### src/rtl/findmax_datapath.sv
// Scan datapath for an 8-entry buffer: init/step commands from an external controller find the
// largest unsigned value and its earliest index, reporting completion on scan_done.
module findmax_datapath #(
  parameter int unsigned DATA_W = 8,
  parameter int unsigned DEPTH  = 8
) (
  input  logic              clk,
  input  logic              reset,
  input  logic              wr_en,
  input  logic [2:0]        wr_addr,
  input  logic [DATA_W-1:0] wr_data,
  input  logic              init,
  input  logic              step,
  output logic              scan_done,
  output logic              busy,
  output logic [DATA_W-1:0] max_out,
  output logic [2:0]        max_idx
);

  typedef enum logic [1:0] {StIdle, StScan, StDone} state_e;

  state_e            r_state;
  state_e            w_state_d;
  logic [DATA_W-1:0] r_buf [DEPTH];
  logic [DATA_W-1:0] r_max_out;
  logic [2:0]        r_max_idx;
  logic [2:0]        r_idx;
  logic              w_step_ok;
  logic              w_gt;

  assign w_step_ok = step && (r_state == StScan);
  // Strict compare keeps the earliest index when values tie.
  assign w_gt      = r_buf[r_idx] > r_max_out;

  always_ff @(posedge clk or posedge reset) begin
    if (reset) begin
      r_state <= StIdle;
    end else begin
      r_state <= w_state_d;
    end
  end

  always_comb begin
    w_state_d = r_state;
    if (init) begin
      w_state_d = StScan;
    end else if (w_step_ok && (r_idx == 3'd7)) begin
      w_state_d = StDone;
    end
  end

  always_comb begin
    busy      = 1'b0;
    scan_done = 1'b0;
    unique case (r_state)
      StScan:  busy      = 1'b1;
      StDone:  scan_done = 1'b1;
      default: ;
    endcase
  end

  // Nonblocking update gives read-before-write against a same-cycle compare.
  always_ff @(posedge clk or posedge reset) begin
    if (reset) begin
      for (int i = 0; i < DEPTH; i++) begin
        r_buf[i] <= '0;
      end
    end else if (wr_en) begin
      r_buf[wr_addr] <= wr_data;
    end
  end

  always_ff @(posedge clk or posedge reset) begin
    if (reset) begin
      r_max_out <= '0;
      r_max_idx <= '0;
      r_idx     <= '0;
    end else if (init) begin
      r_max_out <= r_buf[0];
      r_max_idx <= '0;
      r_idx     <= 3'd1;
    end else if (w_step_ok) begin
      if (w_gt) begin
        r_max_out <= r_buf[r_idx];
        r_max_idx <= r_idx;
      end
      if (r_idx != 3'd7) begin
        r_idx <= r_idx + 3'd1;
      end
    end
  end

  assign max_out = r_max_out;
  assign max_idx = r_max_idx;

endmodule
### config.mk
export PLATFORM = sky130hd
export DESIGN_NAME = findmax_datapath
export DESIGN_NICKNAME = d
export VERILOG_FILES = /design/src/rtl/findmax_datapath.sv
export SDC_FILE = /design/constraint.sdc
export NUM_CORES = 1
export LEC_CHECK = 0
export BUFFER_PORTS_ARGS = -buffer_cell sky130_fd_sc_hd__buf_4
export CORE_MARGIN = 2
export CORE_UTILIZATION = 40
export CTS_BUF_LIST = sky130_fd_sc_hd__clkbuf_4
export DETAILED_ROUTE_END_ITERATION = 12
export GPL_ROUTABILITY_DRIVEN = 0
export SYNTH_ARGS = -nofsm -noshare
export SYNTH_HDL_FRONTEND = slang
export SYNTH_SLANG_ARGS = --single-unit
export TNS_END_PERCENT = 50
### constraint.sdc
create_clock -name clk -period 4.1 [get_ports clk]
set_input_delay 0.41 -clock clk [delete_from_list [all_inputs] [get_ports clk]]
set_output_delay 0.41 -clock clk [all_outputs]
set_load 0.05 [all_outputs]
Word-level counts from Yosys, hierarchy flattened
Index checks and enable logic that the tools add are counted.
- register bits: 80
- bits of input ports: 16
- output and inout bits: 13
- word-level logic and storage cells: 51
- add/subtract/negate cells: 1
- $lt $le $gt $ge: 4
- eq/ne operators: 4
- mux-type cells: 19
- bitwise gates (word level): 2
- reduce and logical (&&, ||, !) cells: 9
- operator list (operator ; count):
    $bwmux 64 ; 1
    $mux 8 ; 6
    $bmux 8 s3 ; 1
    $demux 8 s3 ; 1
    $mux 3 ; 6
    $ge 4x4->1 const B ; 2
    $gt 8x8->1 ; 1
    $not 3->4 ; 2
    $reduce_bool 2->1 ; 4
    $lt 4x1->1 const B ; 1
    $mux 2 ; 2
    $reduce_and 2->1 ; 2
    $add 3x1->3 const B ; 1
    $eq 3x3->1 const B ; 1
    $logic_and 1x1->1 ; 3
    $ne 3x3->1 const B ; 1
    $eq 2x1->1 const B ; 1
    $eq 2x2->1 const B ; 1
    $mux 1 ; 2

Logic depth before layout (Yosys ltp)
Gate-level depths: netlist of run 1.
- depth in word-level cells: 8
- depth in mapped cells: 12

Worst setup path before layout of run 1
Ideal clock, no wire load.
- path kind: flip-flop to flip-flop
- start point: reg r_idx[2]
- end point: reg r_max_out[0] (netlist: max_out[0])
- library setup time: 0.126 ns
- arrival: 2.256 ns
- path slack: 1.718 ns
- cell stages (with the launch flop): 12
- cell sequence: dfrtp_1 buf_6 buf_12 mux2i_1 a22o_1 a221oi_2 ha_1 nor2b_1 o211ai_1 a31o_2 nor4_1 a221o_1
- word-level cells in the longest chain between the ends: 7
- elaborated cells between the ends (all ways): 10
- classes of those cells: order compare (1); mux (6); bitwise (1); reduce/logical (2)
- ends and longest elaborated chain (element ; line ; RTL):
    from (decl) ; 27 ; logic [2:0] r_idx;
    from (signal assigned) ; 88 ; r_idx <= r_idx + 3'd1;
    $not 3->4 (not written as such) (*) ; 33, 84 ;
    $bmux 8 s3 (*) ; 33, 84 ;
    $mux 8 (not written as such) (*) (2 in a row) ; 33, 84 ;
    $gt 8x8->1 / $mux 8 (equally long branches) ; 33, 83 ;
    $reduce_bool 2->1 (no line) / $mux 8 (equally long branches) ; -- ;
    $reduce_and 2->1 (no line) / $mux 8 (equally long branches) ; -- ;
    to (signal assigned) ; 79 ; r_max_out <= r_buf[0];
    to (signal assigned) ; 84 ; r_max_out <= r_buf[r_idx];
    to (decl) ; 25 ; logic [DATA_W-1:0] r_max_out;
Mark *: on every way between the ends. The rest lies on a longest branch, timed or not. The select of a mux whose other input is x is not followed.
A chain may end at the register's enable or synchronous reset.

Worst setup path in the final report of run 1
- start point: reg r_idx[2]
- end point: reg r_max_out[1] (netlist: max_out[1])
The elaborated chain is that of the path after synthesis.

==> results of run 1 <==
-- logic make-up after synthesis --
logic type	Yosys count	synth area share [%]
buffers and inverters	25	3.56
muxes	98	27.5
adders and majority gates	10	3.07
AOI/OAI and AO/OA	38	7.67
and+or+nand+nor	56	8.95
DFF	80	49.1
xor gates and xnor gates	1	0.215
-- layer usage --
metal  vias to the layer above  GRT usage, %
li1                       1206             -
met1                      1318          24.3
met2                        46          24.7
met3                         5          3.18
met4                         0          4.76
met5                         -             0
-- worst paths after layout --
kind	from	endpoint	depth (start not counted)
setup / recovery	r_idx[2]	max_out[1]	9
hold / removal	reset	r_state[1]	2
setup reg to reg	r_idx[2]	max_out[1]	9
hold reg to reg	r_buf[26]	r_buf[26]	1
max in group asynchronous	reset	r_idx[2]	3
min in group clk	wr_data[2]	r_buf[42]	2
-- flip-flops by register name, indices dropped and copies added (netlist names) --
register and flops:
r_state 2, r_idx 3, r_buf 64, max_idx 3, max_out 8
-- power by group through the flow --
stage	clock network, µW	logic, µW	registers [µW]
6_report	520	958	1110
5_1_grt	572	1070	1130
4_1_cts	539	971	1110
3_5_place_dp	0	969	1120
3_3_place_gp	0	952	1120
2_1_floorplan	0	600	1230
-- metrics by stage --
stage / utilization, % / total power (µW) / instances / setup slack, ns / area (µm²)
after floorplan: - / 1830 / 308 / 1.64 / 4080
after global placement: 44.7 / 2070 / 458 / 0.939 / 4390
after detailed placement: 44.7 / 2090 / 458 / 0.873 / 4390
after CTS: 46.3 / 2620 / 474 / 0.858 / 4540
after global routing: 46.3 / 2770 / 474 / 0.569 / 4540
final: 46.3 / 2590 / 474 / 0.843 / 4540
-- final cells by class --
cell class | instances | area (µm²)
fillers | 926 | 5280
flip-flops and latches | 80 | 2000
multi-input cells | 203 | 1930
repair buffers | 33 | 248
well taps | 133 | 166
clock buffers | 12 | 90.1
clock inverters | 4 | 68.8
inverters | 9 | 35.0
-- cell usage in the layout (no fill, tap or decap), types with 6 or more instances in the layout --
master    count
dfrtp_1      79
mux2_2       48
mux2i_1      34
buf_4        33
nand2_1      17
mux2_4       16
clkbuf_4     12
nand4b_1     10
ha_1         10
inv_1         8
a21oi_1       7
o311ai_1      7
nor2b_1       6
==> results.yml, run 1 <==
sta:
  holdWs_ns: 0.0651
  setup_viol: 0
  rsz0062_at_grt: "no"
  hold_viol: 0
  maxSlewViolCount: 0
  setup-tns-final_ns: 0
  tightest_slew_ns: 1.03
  fin_skew_ns: 0.0136
  period_minus_slack_ns: 3.26
  max_freq_mhz: 307
  fin_crit_sh_pct: 79.4
  max_slew_margin_pct: 31.2
pwr:
  intPower_uw: 1650
  power.share.sequential_pct: 42.8
  p_clk_share_pct: 20.1
  comb_power_share_pct: 37.1
  p_sw_uw: 934
  ir_worst_vdd_mv: 0.240
  power_density_nw_per_um2: 569
  swShare_pct: 36.1
  leakage_uw: 0.00192
synthesis:
  ys_async_sr_fraction_pct: 100
  synth_top_area_share_pct: 49.1
  yosysTopAreaCell: "dfrtp_1"
  synthTopCellsByArea: "dfrtp_1, mux2_2, mux2i_1, mux2_4, ha_1"
  synth_fp_nets: 334
  synth_top_flop_cell: "dfrtp_1"
  ys_warn_count: 0
  yosysMostFrequentCell: "dfrtp_1"
  avgSynthCellArea_um2: 13.2
  synth-edff-count: 0
  ys_seq_area_share_pct: 49.1
  syn_inst: 308
  synthDistinctLibCells: 40
  synth.top_cells.by_count: "dfrtp_1, mux2_2, mux2i_1, nand2_1, mux2_4"
  ys_seq_elements: 80
  syn_area_um2: 4080
critical_path:
  cp-start-kind: "flop"
  crit_family: "flip-flops"
  critical_path.max_fanout: 35
  arrival_ns: 3.53
  cp-end-kind: "flop"
  cp.required_ns: 4.37
  slowest_delay_ns: 1.06
  critPathBufInv: 0
  rrSetupSlack_ns: 0.84
  cp_cell_sequence: "mux2i_1 -> a22o_1 -> a221oi_2 -> ha_1 -> nand4_1 -> o21ai_1 -> a31o_2 -> nor2_1 -> o311ai_1"
  path_class: "reg2reg"
  crit_slowest_cell: "dfrtp_2"
layout:
  drive_gt1_share_pct: 36.7
  nets: 362
  antenna_cells: 0
  syn_to_final_growth_pct: 11.4
routing:
  top_layer_used: "met4"
  vias: 2575
  via_per_inst: 5.43
  firstDrtPassIters: 4
  dr.first_iter.drc_count: 84
  wl_per_cell_um: 17.9
  drt-met1-wl_um: 4290
  wl_um: 8480
  met3WireLength_um: 313
  wl_met2_um: 3820
  drc: 0
  ant_nets: 0
global_route:
  first_global_vias: 2611
  antenna_found_initial: 0
  grt_pass1_wl_um: 14100
  grt_max_degree: 42
  grt-ovfl-total: 0
  grtUsageTotal_pct: 16.5
cts:
  cts_tree: "built"
  insertion_delay_ns: 0.41
  post_cts_resized: 0
  postCtsSetupBuffers: 0
  root_buffer: "clkbuf_4"
  path_clk_slew_ns: 0.12
  htreeDepth: 3
  numCtsBuffers: 9
  clk_path_buf_depth: 2
  cts.sinks: 80
  postCtsHoldBufs: 0
floorplan:
  core_um2: 9820
  core.rowCount: 36
  initial_core_util_pct: 41.6
  chipWidth_um: 105
  die_h_um: 105
  dieArea_um2: 11000
  ios: 29
worst_hold_path:
  hold_path.class: "in2async"
run:
  maxCapViolCount: 0
status:
  status: "complete, no violations"
placement:
  io_buffers: 28
  dp_hpwl_um: 5790
(Power assumes the default switching activity.)
==> run 2: changes to the inputs <==
- clock period: 4.1 -> 2.8 ns (I/O delays scaled with it)
==> run 2 against run 1 <==
  * Critical path type unchanged
  * Cell area grew 1.9%
  * Highest routed layer unchanged
  * Combinational power grew 54%
  * Critical endpoint is now max_out[4]
  * Via count grew 0.43%
  * Sequential power grew 43%
==> results.yml, run 2 (synthesis results as in run 1) <==
global_route:
  grt_pass1_wl_um: 14400
  first_global_vias: 2516
  grt-ovfl-total: 0
  grt_max_degree: 33
  grtUsageTotal_pct: 17.4
  antenna_found_initial: 0
critical_path:
  cp-start-kind: "flop"
  critPathBufInv: 1
  arrival_ns: 2.93
  path_class: "reg2reg"
  crit_slowest_cell: "dfrtp_2"
  cp_cell_sequence: "buf_12 -> mux2i_1 -> a22o_1 -> a221oi_2 -> ha_1 -> nand4_1 -> o21ai_1 -> a31o_2 -> nor2_2 -> o311ai_1"
  cp.required_ns: 3.10
  cp-end-kind: "flop"
  slowest_delay_ns: 0.47
  critical_path.max_fanout: 22
  crit_family: "compound AO/OA/AOI/OAI gates"
routing:
  drc: 0
  top_layer_used: "met4"
  ant_nets: 0
  vias: 2586
  drt-met1-wl_um: 4680
  wl_um: 9080
  wl_per_cell_um: 18.8
  met3WireLength_um: 325
  via_per_inst: 5.37
  firstDrtPassIters: 4
  wl_met2_um: 3940
  dr.first_iter.drc_count: 126
pwr:
  power_density_nw_per_um2: 830
  comb_power_share_pct: 38.5
  swShare_pct: 37.6
  leakage_uw: 0.00195
  p_clk_share_pct: 20.1
  ir_worst_vdd_mv: 0.408
  p_sw_uw: 1450
  power.share.sequential_pct: 41.4
  intPower_uw: 2400
layout:
  layout_common_cells: "dfrtp_1, mux2_2, buf_4, mux2i_1, nand2_1"
  syn_to_final_growth_pct: 13.5
  drive_gt1_share_pct: 37.5
  nets: 370
  largest_register_ffs: 64
  regMostFlops: "r_buf"
  fillers: 910
  antenna_cells: 0
  final_common_cell: "dfrtp_1"
floorplan:
  core_um2: 9820
  ios: 29
  initial_core_util_pct: 41.6
  dieArea_um2: 11000
  chipWidth_um: 105
  core.rowCount: 36
  die_h_um: 105
placement:
  io_buffers: 28
  post-place-ws_ns: 0.0480
  dp_hpwl_um: 6280
sta:
  period_minus_slack_ns: 2.63
  rsz0062_at_grt: "no"
  setup-tns-final_ns: 0
  fin_ws_ns: 0.172
  fin_crit_sh_pct: 93.8
  tightest_slew_ns: 0.816
  hold_viol: 0
  max_freq_mhz: 381
  fin_skew_ns: 0.0164
  setup_viol: 0
  max_slew_margin_pct: 45.5
  maxSlewViolCount: 0
cts:
  cts_tree: "built"
  root_buffer: "clkbuf_4"
  clk_path_buf_depth: 2
  numCtsBuffers: 9
  cts.sinks: 80
  htreeDepth: 3
  insertion_delay_ns: 0.43
  path_clk_slew_ns: 0.14
worst_hold_path:
  hold_path.class: "in2reg"
run:
  maxCapViolCount: 0
status:
  status: "complete, no violations"
[run 2: cell types whose count changed in the layout (fill, tap and decap cells not counted)]
cell	change
clkinv_2	-1
clkinvlp_4	+2
clkbuf_4	-3
dlygate4sd3_1	+1
clkinv_1	+2
nor2_1	-1
buf_12	+2
nor2_2	+1
buf_4	+5
[run 2: worst reg2reg max path, stage by stage (launching register included)]
cell	delay, ns
dfrtp_2	0.47
buf_12	0.18
mux2i_1	0.14
a22o_1	0.24
a221oi_2	0.22
ha_1	0.28
nand4_1	0.15
o21ai_1	0.12
a31o_2	0.26
nor2_2	0.30
o311ai_1	0.13
[run 2: area by class of cell]
class	count	area, µm²	area share, %
Sequential cell	80	2000	43.3
Multi-Input combinational cell	203	1940	41.8
Timing Repair Buffer	41	335	7.24
Tap cell	133	166	3.59
Clock inverter	7	86.3	1.86
Clock buffer	9	67.6	1.46
Inverter	9	35.0	0.757
[run 2: per-stage QoR]
| stage | cells | total power, µW | instance area [µm²] | utilization, % | hold WS [ns] |
|---|---|---|---|---|---|
| final | 482 | 3840 | 4630 | 47.1 | 0.127 |
| after global routing | 482 | 4070 | 4630 | 47.1 | 0.105 |
| after CTS | 482 | 3850 | 4630 | 47.1 | 0.114 |
| after detailed placement | 465 | 3090 | 4460 | 45.5 | 0.310 |
| after global placement | 465 | 3060 | 4460 | 45.5 | 0.304 |
| after floorplan | 308 | 2670 | 4080 | - | 0.428 |
[run 2: timing repair]
item | CTS | global route
hold buffers | 1 | 0
endpoints found under the setup margin | 0 | 7
gates resized for setup | 0 | 1
hold endpoints to repair | 24 | 0
setup buffers | 0 | 0
[run 2: layer usage]
layer | track usage [%] | vias up
li1 | - | 1214
met1 | 27.2 | 1311
met2 | 23.6 | 50
met3 | 3.74 | 11
met4 | 5.24 | 0
met5 | 0 | -
[run 2: power groups by stage]
stage	Combinational [µW]	Clock [µW]	Sequential, µW
global route	1610	833	1630
floorplan	879	0	1800
global placement	1450	0	1610
detailed placement	1480	0	1620
CTS	1480	775	1590
finish	1480	773	1590
[run 2: path summary, 6_finish.rpt]
path	start	slack [ns]	endpoint	cells after the start
min	wr_data[4]	0.13	r_buf[44]	2
max in group asynchronous	reset	1.68	r_buf[31]	4
max reg2reg	r_idx[2]	0.17	max_out[4]	10
min in group asynchronous	reset	0.38	r_buf[44]	3
max	r_idx[2]	0.17	max_out[4]	10
min reg2reg	r_buf[15]	0.52	r_buf[15]	1
